## config.mk

```make
export PLATFORM = sky130hd
export DESIGN_NAME = sync_fifo_thresh
export DESIGN_NICKNAME = d
export VERILOG_FILES = /design/src/rtl/sync_fifo_thresh.sv
export SDC_FILE = /design/constraint.sdc
export NUM_CORES = 1
export LEC_CHECK = 0
export BUFFER_PORTS_ARGS = -buffer_cell sky130_fd_sc_hd__buf_2
export CAP_MARGIN = 30
export CORE_ASPECT_RATIO = 2
export CORE_MARGIN = 2
export CORE_UTILIZATION = 45
export DETAILED_ROUTE_END_ITERATION = 8
export HOLD_SLACK_MARGIN = 0.05
export PLACE_DENSITY = 0.66
export SYNTH_ARGS = -nofsm -noshare
export SYNTH_HDL_FRONTEND = slang
export SYNTH_SLANG_ARGS = --single-unit
```

## constraint.sdc

```tcl
create_clock -name i_clk -period 5.1 [get_ports i_clk]
set_clock_uncertainty 0.2 [all_clocks]
set_input_delay 0.765 -clock i_clk [delete_from_list [all_inputs] [get_ports i_clk]]
set_output_delay 0.765 -clock i_clk [all_outputs]
set_load 0.005 [all_outputs]
```

## src/rtl/sync_fifo_thresh.sv

```systemverilog
// Single-clock FIFO with level count, almost-full/almost-empty flags and overflow/underflow pulses.
// Define SYNC_FIFO_FWFT_EN for first-word-fall-through reads; default is a registered 1-cycle read.
module sync_fifo_thresh #(
  parameter int DATA_WIDTH    = 4,
  parameter int FIFO_DEPTH    = 8,
  parameter int AFULL_THRESH  = 6,
  parameter int AEMPTY_THRESH = 1
) (
  input  logic                          i_clk,
  input  logic                          i_rst_n,
  input  logic                          i_wr_en,
  input  logic [DATA_WIDTH-1:0]         i_wr_data,
  input  logic                          i_rd_en,
  output logic [DATA_WIDTH-1:0]         o_rd_data,
  output logic                          o_rd_valid,
  output logic                          o_full,
  output logic                          o_empty,
  output logic                          o_afull,
  output logic                          o_aempty,
  output logic [$clog2(FIFO_DEPTH):0]   o_level,
  output logic                          o_overflow,
  output logic                          o_underflow
);

  localparam int AW = $clog2(FIFO_DEPTH);
  localparam logic [AW:0] DEPTH_L  = (AW+1)'(FIFO_DEPTH);
  localparam logic [AW:0] AFULL_L  = (AW+1)'(AFULL_THRESH);
  localparam logic [AW:0] AEMPTY_L = (AW+1)'(AEMPTY_THRESH);

  if (FIFO_DEPTH < 2 || (FIFO_DEPTH & (FIFO_DEPTH - 1)) != 0) begin : g_bad_depth
    $error("sync_fifo_thresh: FIFO_DEPTH must be a power of 2 and >= 2");
  end
  if (AFULL_THRESH < 1 || AFULL_THRESH > FIFO_DEPTH) begin : g_bad_afull
    $error("sync_fifo_thresh: AFULL_THRESH out of range 1..FIFO_DEPTH");
  end
  if (AEMPTY_THRESH < 0 || AEMPTY_THRESH > FIFO_DEPTH - 1) begin : g_bad_aempty
    $error("sync_fifo_thresh: AEMPTY_THRESH out of range 0..FIFO_DEPTH-1");
  end
  if (DATA_WIDTH < 1) begin : g_bad_width
    $error("sync_fifo_thresh: DATA_WIDTH must be >= 1");
  end

  logic [DATA_WIDTH-1:0] mem [FIFO_DEPTH];
  logic [AW:0]           wr_ptr;
  logic [AW:0]           rd_ptr;
  logic [AW:0]           wr_ptr_nxt;
  logic [AW:0]           rd_ptr_nxt;
  logic [AW:0]           level_nxt;
  logic                  wr_acc;
  logic                  rd_acc;

  // Acceptance uses the registered flags, so no input reaches a flag combinationally.
  always_comb begin
    wr_acc     = i_wr_en & ~o_full;
    rd_acc     = i_rd_en & ~o_empty;
    wr_ptr_nxt = wr_ptr + (AW+1)'(wr_acc);
    rd_ptr_nxt = rd_ptr + (AW+1)'(rd_acc);
    level_nxt  = wr_ptr_nxt - rd_ptr_nxt;
  end

  always_ff @(posedge i_clk) begin
    if (!i_rst_n) begin
      wr_ptr      <= '0;
      rd_ptr      <= '0;
      o_level     <= '0;
      o_full      <= 1'b0;
      o_empty     <= 1'b1;
      o_afull     <= 1'b0;
      o_aempty    <= 1'b1;
      o_overflow  <= 1'b0;
      o_underflow <= 1'b0;
    end else begin
      wr_ptr      <= wr_ptr_nxt;
      rd_ptr      <= rd_ptr_nxt;
      o_level     <= level_nxt;
      o_full      <= (level_nxt == DEPTH_L);
      o_empty     <= (level_nxt == '0);
      o_afull     <= (level_nxt >= AFULL_L);
      o_aempty    <= (level_nxt <= AEMPTY_L);
      o_overflow  <= i_wr_en & o_full;
      o_underflow <= i_rd_en & o_empty;
    end
  end

  // Storage is never reset; writes during reset are suppressed so they cannot leak into new data.
  always_ff @(posedge i_clk) begin
    if (i_rst_n && wr_acc) begin
      mem[wr_ptr[AW-1:0]] <= i_wr_data;
    end
  end

`ifdef SYNC_FIFO_FWFT_EN
  assign o_rd_data  = mem[rd_ptr[AW-1:0]];
  assign o_rd_valid = ~o_empty;
`else
  always_ff @(posedge i_clk) begin
    if (!i_rst_n) begin
      o_rd_data  <= '0;
      o_rd_valid <= 1'b0;
    end else begin
      o_rd_valid <= rd_acc;
      if (rd_acc) begin
        o_rd_data <= mem[rd_ptr[AW-1:0]];
      end
    end
  end
`endif

endmodule

```

# After elaboration in Yosys (flattened, before gate mapping)
# Memories as Yosys holds them, arrays and structs flattened. A register that Yosys moved wholly into a read port is not among the register bits.
# Index checks and enable logic that the tools add are counted.
dict set report classes {
  div_mod_pow 0
  multipliers 0
  mux 2
  n_addsub 3
  bitwise 6
  eq_ne 1
  n_lt_le_gt_ge 2
  n_reduce_logical 3
  n_shift 0
}
# cell n
set ops {}
lappend ops {{$add A4 B1 Y4} 2}
lappend ops {{$and A1 B1 Y1} 4}
lappend ops {{$eq A4 B4 Y1 const B} 1}
lappend ops {{$ge A4 B3 Y1 const B} 1}
lappend ops {{$le A4 B1 Y1 const B} 1}
lappend ops {{$logic_not A4 Y1} 1}
lappend ops {{$sub A4 B4 Y4} 1}
lappend ops {{$mux W1} 2}
lappend ops {{$not A1 Y1} 2}
lappend ops {{$logic_and A1 B1 Y1} 1}
lappend ops {{$logic_not A1 Y1} 1}
dict set report word_totals {
  word_cells 28
  input_bits 8
  mem_bits_ro 0
  memories 1
  latchBits 0
  regBits 19
  ram_bits 32
}
# name depth word_bits rd rd_clocked_by_memory_dff wr line_no
set mem_list {}
lappend mem_list {mem 8 4 1 1 1 43} ;# logic [DATA_WIDTH-1:0] mem [FIFO_DEPTH];

# Logic depth before layout (Yosys ltp)
dict set report logic_depth {
  word_depth 5
  depth_mapped 10
  depth_no_buf 10
}

# Worst setup path after synthesis
# OpenSTA, ideal clock, no wires.
dict set report synth_path {
  path_kind {in2reg}
  from {input port i_rd_en}
  to {register o_full}
  t_arrival_ns 2.661
  required_ns 4.839
  stages 10
  setup_time_ns 0.061
  setup_slack_ns 2.178
  n_path_buf 1
  path_cell_list {nor2b_1 -> clkbuf_1 -> ha_1 -> ha_1 -> inv_1 -> ha_1 -> a21o_1 -> a21oi_1 -> xnor2_2 -> and4_1}
}
dict set report synth_via {
  elab_chain_cells 4
}
# element line_no
set synth_lines {}
lappend synth_lines {{start, declared} 13} ;# input logic i_rd_en,
lappend synth_lines {{$and A1 B1 Y1} 55} ;# rd_acc = i_rd_en & ~o_empty;
lappend synth_lines {{via rd_acc} 50} ;# logic rd_acc;
lappend synth_lines {{$add A4 B1 Y4} 57} ;# rd_ptr_nxt = rd_ptr + (AW+1)'(rd_acc);
lappend synth_lines {{$sub A4 B4 Y4} 58} ;# level_nxt = wr_ptr_nxt - rd_ptr_nxt;
lappend synth_lines {{$eq A4 B4 Y1} 76} ;# o_full <= (level_nxt == DEPTH_L);
lappend synth_lines {{end signal, assigned} 76}
lappend synth_lines {{end, declared} 16} ;# output logic o_full,
# The timed path passes the listed nets, and every way through them passes these cells.
# A chain may end at the register's enable or synchronous reset.

# Final worst setup path
dict set report layout_path {
  from {input port i_rd_en}
  to {register o_full}
}
dict set report layout_via {
  elab_chain_cells 4
}
# element line_no
set layout_lines {}
lappend layout_lines {{$and A1 B1 Y1} 55}
lappend layout_lines {{$add A4 B1 Y4} 57}
lappend layout_lines {{$sub A4 B4 Y4} 58}
lappend layout_lines {{$eq A4 B4 Y1} 76}
# Every way passes these cells.

==> metrics.cfg <==
[yosys]
synth.distinct_cells=32
syn-num-nets=166
synth_warnings=0
avgSynthCellArea_um2=14.96
netlist_area_um2=2230
ys_seq_area_frac=0.6375
syn_inst=149
ys_ff_latch=55

[floorplan]
rows=36
core_area_um2=4820
start_util=0.4626
ios=23
die_w_um=53.78
dieArea_um2=5568
die_h_um=103.5

[critical_path]
r2r-start=o_empty
cp-end-kind=flip-flop
critPathLaunchType=primary input
critPathKind=primary input to flip-flop
cp.arrival_ns=3.06
cp_max_fo=10
required_ns=5.15
cp-startpoint=i_rd_en
reg2reg_setup_slack_ns=2.32

[place]
place_inst=222
hpwl_um=3051
place_congestion=0.7033
place_area_um2=2357
portBuffers=22

[drt]
via_count=1208
finalWirelength_um=3948
firstDrtPassIters=6
routed_via_density=5.229
first_iter_violations=26
wl_per_cell_um=17.09
ant_nets=0
drc=0

[layout]
n_fill_cell=391
stdcell_area_um2=2497
fin_nets=190
area_delta_synth_final_pct=12.01
fin_cells=231
diodes=0
final_cell_mix=edfxtp_1 (32), dfxtp_1 (23), buf_2 (22)
layout_commonest_cell=edfxtp_1
drive_gt1_frac=0.2356
final_core_util=0.5182

[power_and_ir_drop]
swShare=0.2690
clkPwrFrac=0.252
p_sw_mw=0.2874
power_density_nw_per_um2=427.8
leakagePower_nw=0.9294
combPwrFrac=0.232
p_seq_frac=0.516
peakVddDrop_mv=0.2990
internal-power_mw=0.7809

[grt]
grt_max_degree=26
grt_pass1_vias=1308
grt_use_total=0.1653
overflow=0
grt_pass1_wl_um=6444
antenna_found_initial=0

[timing]
period_needed_ns=3.010
worst_pin_slew_ns=0.7548
fmax_mhz=332.2
hold_viol_final=0
finalSetupTns_ns=0
slew_violations=0
fin_crit_sh=0.5903
finalSetupViolCount=0
rsz0062_at_grt=false
slew_headroom=0.4929

[clocking]
post_cts_buffers=0
htreeDepth=2
ctsHoldBuffers=0
clock-root-buffer=clkbuf_8
cts_tree=yes
insertion_delay_ns=0.30
clock_path_buffers=2
post_cts_resize_count=0
cts_inserted_buffers=5
clk_pin_slew_worst_paths_ns=0.09
cts.sinks=55

[min_path]
hp-class=flip-flop to flip-flop
hp-start=o_full

[run]
cap_violations=0

[run_status]
outcome=finished clean

==> power by group through the flow <==
stage	registers (mW)	clock network [mW]	logic [mW]
after floorplan	0.559	0	0.162
after global placement	0.565	0	0.232
after detailed placement	0.566	0	0.242
after CTS	0.556	0.274	0.243
after global routing	0.558	0.292	0.278
final	0.551	0.269	0.248
==> metrics by stage <==
step | setup slack, ns | total power, mW | hold slack (ns)
after floorplan | 2.178 | 0.7210 | 0.2909
after global placement | 1.873 | 0.7968 | 0.2922
after detailed placement | 1.772 | 0.8073 | 0.2944
after CTS | 2.091 | 1.074 | 0.3082
after global routing | 1.890 | 1.128 | 0.3291
final | 2.090 | 1.068 | 0.3120
==> critical path: stages <==
cell and delay [ns]:
buf_2 0.09, nor2b_1 0.50, ha_1 0.33, ha_1 0.24
inv_1 0.10, ha_1 0.23, a21o_1 0.18, a21oi_1 0.23
xnor2_2 0.19, and4_1 0.22
==> cells by family after synthesis <==
kind of cell / Yosys count / synth area share
flops: 55 / 0.6375
simple gates: 36 / 0.09484
mux: 20 / 0.1122
compound gates: 13 / 0.03479
buf+inv: 9 / 0.02918
fa+ha+maj: 9 / 0.05387
xor+xnor: 7 / 0.03760
==> layer usage <==
metal | GRT usage | wire length, µm | vias up
met2 | 0.3049 | 2423 | 25
met4 | 0.08059 | 75 | 0
met5 | 0 | 0 | -
met1 | 0.1648 | 1332 | 594
met3 | 0.02305 | 115 | 6
li1 | - | - | 583
==> synthesized netlist by cell type <==
master | instances | area, µm²
a21o_1 | 1 | 7.510
o21ai_0 | 4 | 20.02
ha_1 | 8 | 100.1
o21a_1 | 1 | 7.510
nor3_1 | 2 | 10.01
edfxtp_1 | 32 | 960.9
clkbuf_1 | 3 | 11.26
fa_1 | 1 | 20.02
xnor2_2 | 2 | 32.53
nand2_1 | 2 | 7.510
buf_12 | 1 | 20.02
xor2_2 | 1 | 16.27
and2_1 | 10 | 62.56
nand3_1 | 1 | 5.000
nand3_2 | 2 | 20.02
a21oi_1 | 5 | 25.02
nor2b_1 | 5 | 31.28
dfxtp_1 | 23 | 460.4
and4_1 | 1 | 8.760
mux4_2 | 4 | 90.09
and3_1 | 2 | 12.51
nand3b_1 | 1 | 7.510
inv_1 | 3 | 11.26
xnor2_1 | 1 | 8.760
mux2i_1 | 16 | 160.2
o21ai_1 | 1 | 5.000
buf_6 | 2 | 22.52
and2b_1 | 1 | 7.510
o31ai_2 | 1 | 12.51
xor2_1 | 3 | 26.28
nor2_1 | 7 | 26.28
nand2b_1 | 2 | 12.51
==> cell type report <==
class	count	area (µm²)	area share
Tap cell	57	71.32	0.02856
Multi-Input combinational cell	85	743.2	0.2976
Sequential cell	55	1421	0.5691
Clock buffer	7	107.6	0.04309
Inverter	3	11.26	0.004509
Clock inverter	1	5.005	0.002004
Timing Repair Buffer	23	137.6	0.05511
==> final timing paths <==
| kind | end | depth (start not counted) |
|---|---|---|
| min reg2reg | o_overflow | 1 |
| max | o_full | 10 |
| min | o_overflow | 1 |
| max reg2reg | o_full | 9 |
==> registers in the layout (all words and copies together), names as in the netlist <==
name         count
mem             32
o_aempty         1
o_afull          1
o_empty          1
o_full           1
o_level          4
o_overflow       1
o_rd_data        4
o_rd_valid       1
o_underflow      1
rd_ptr           4
wr_ptr           4
(Power assumes the default switching activity.)
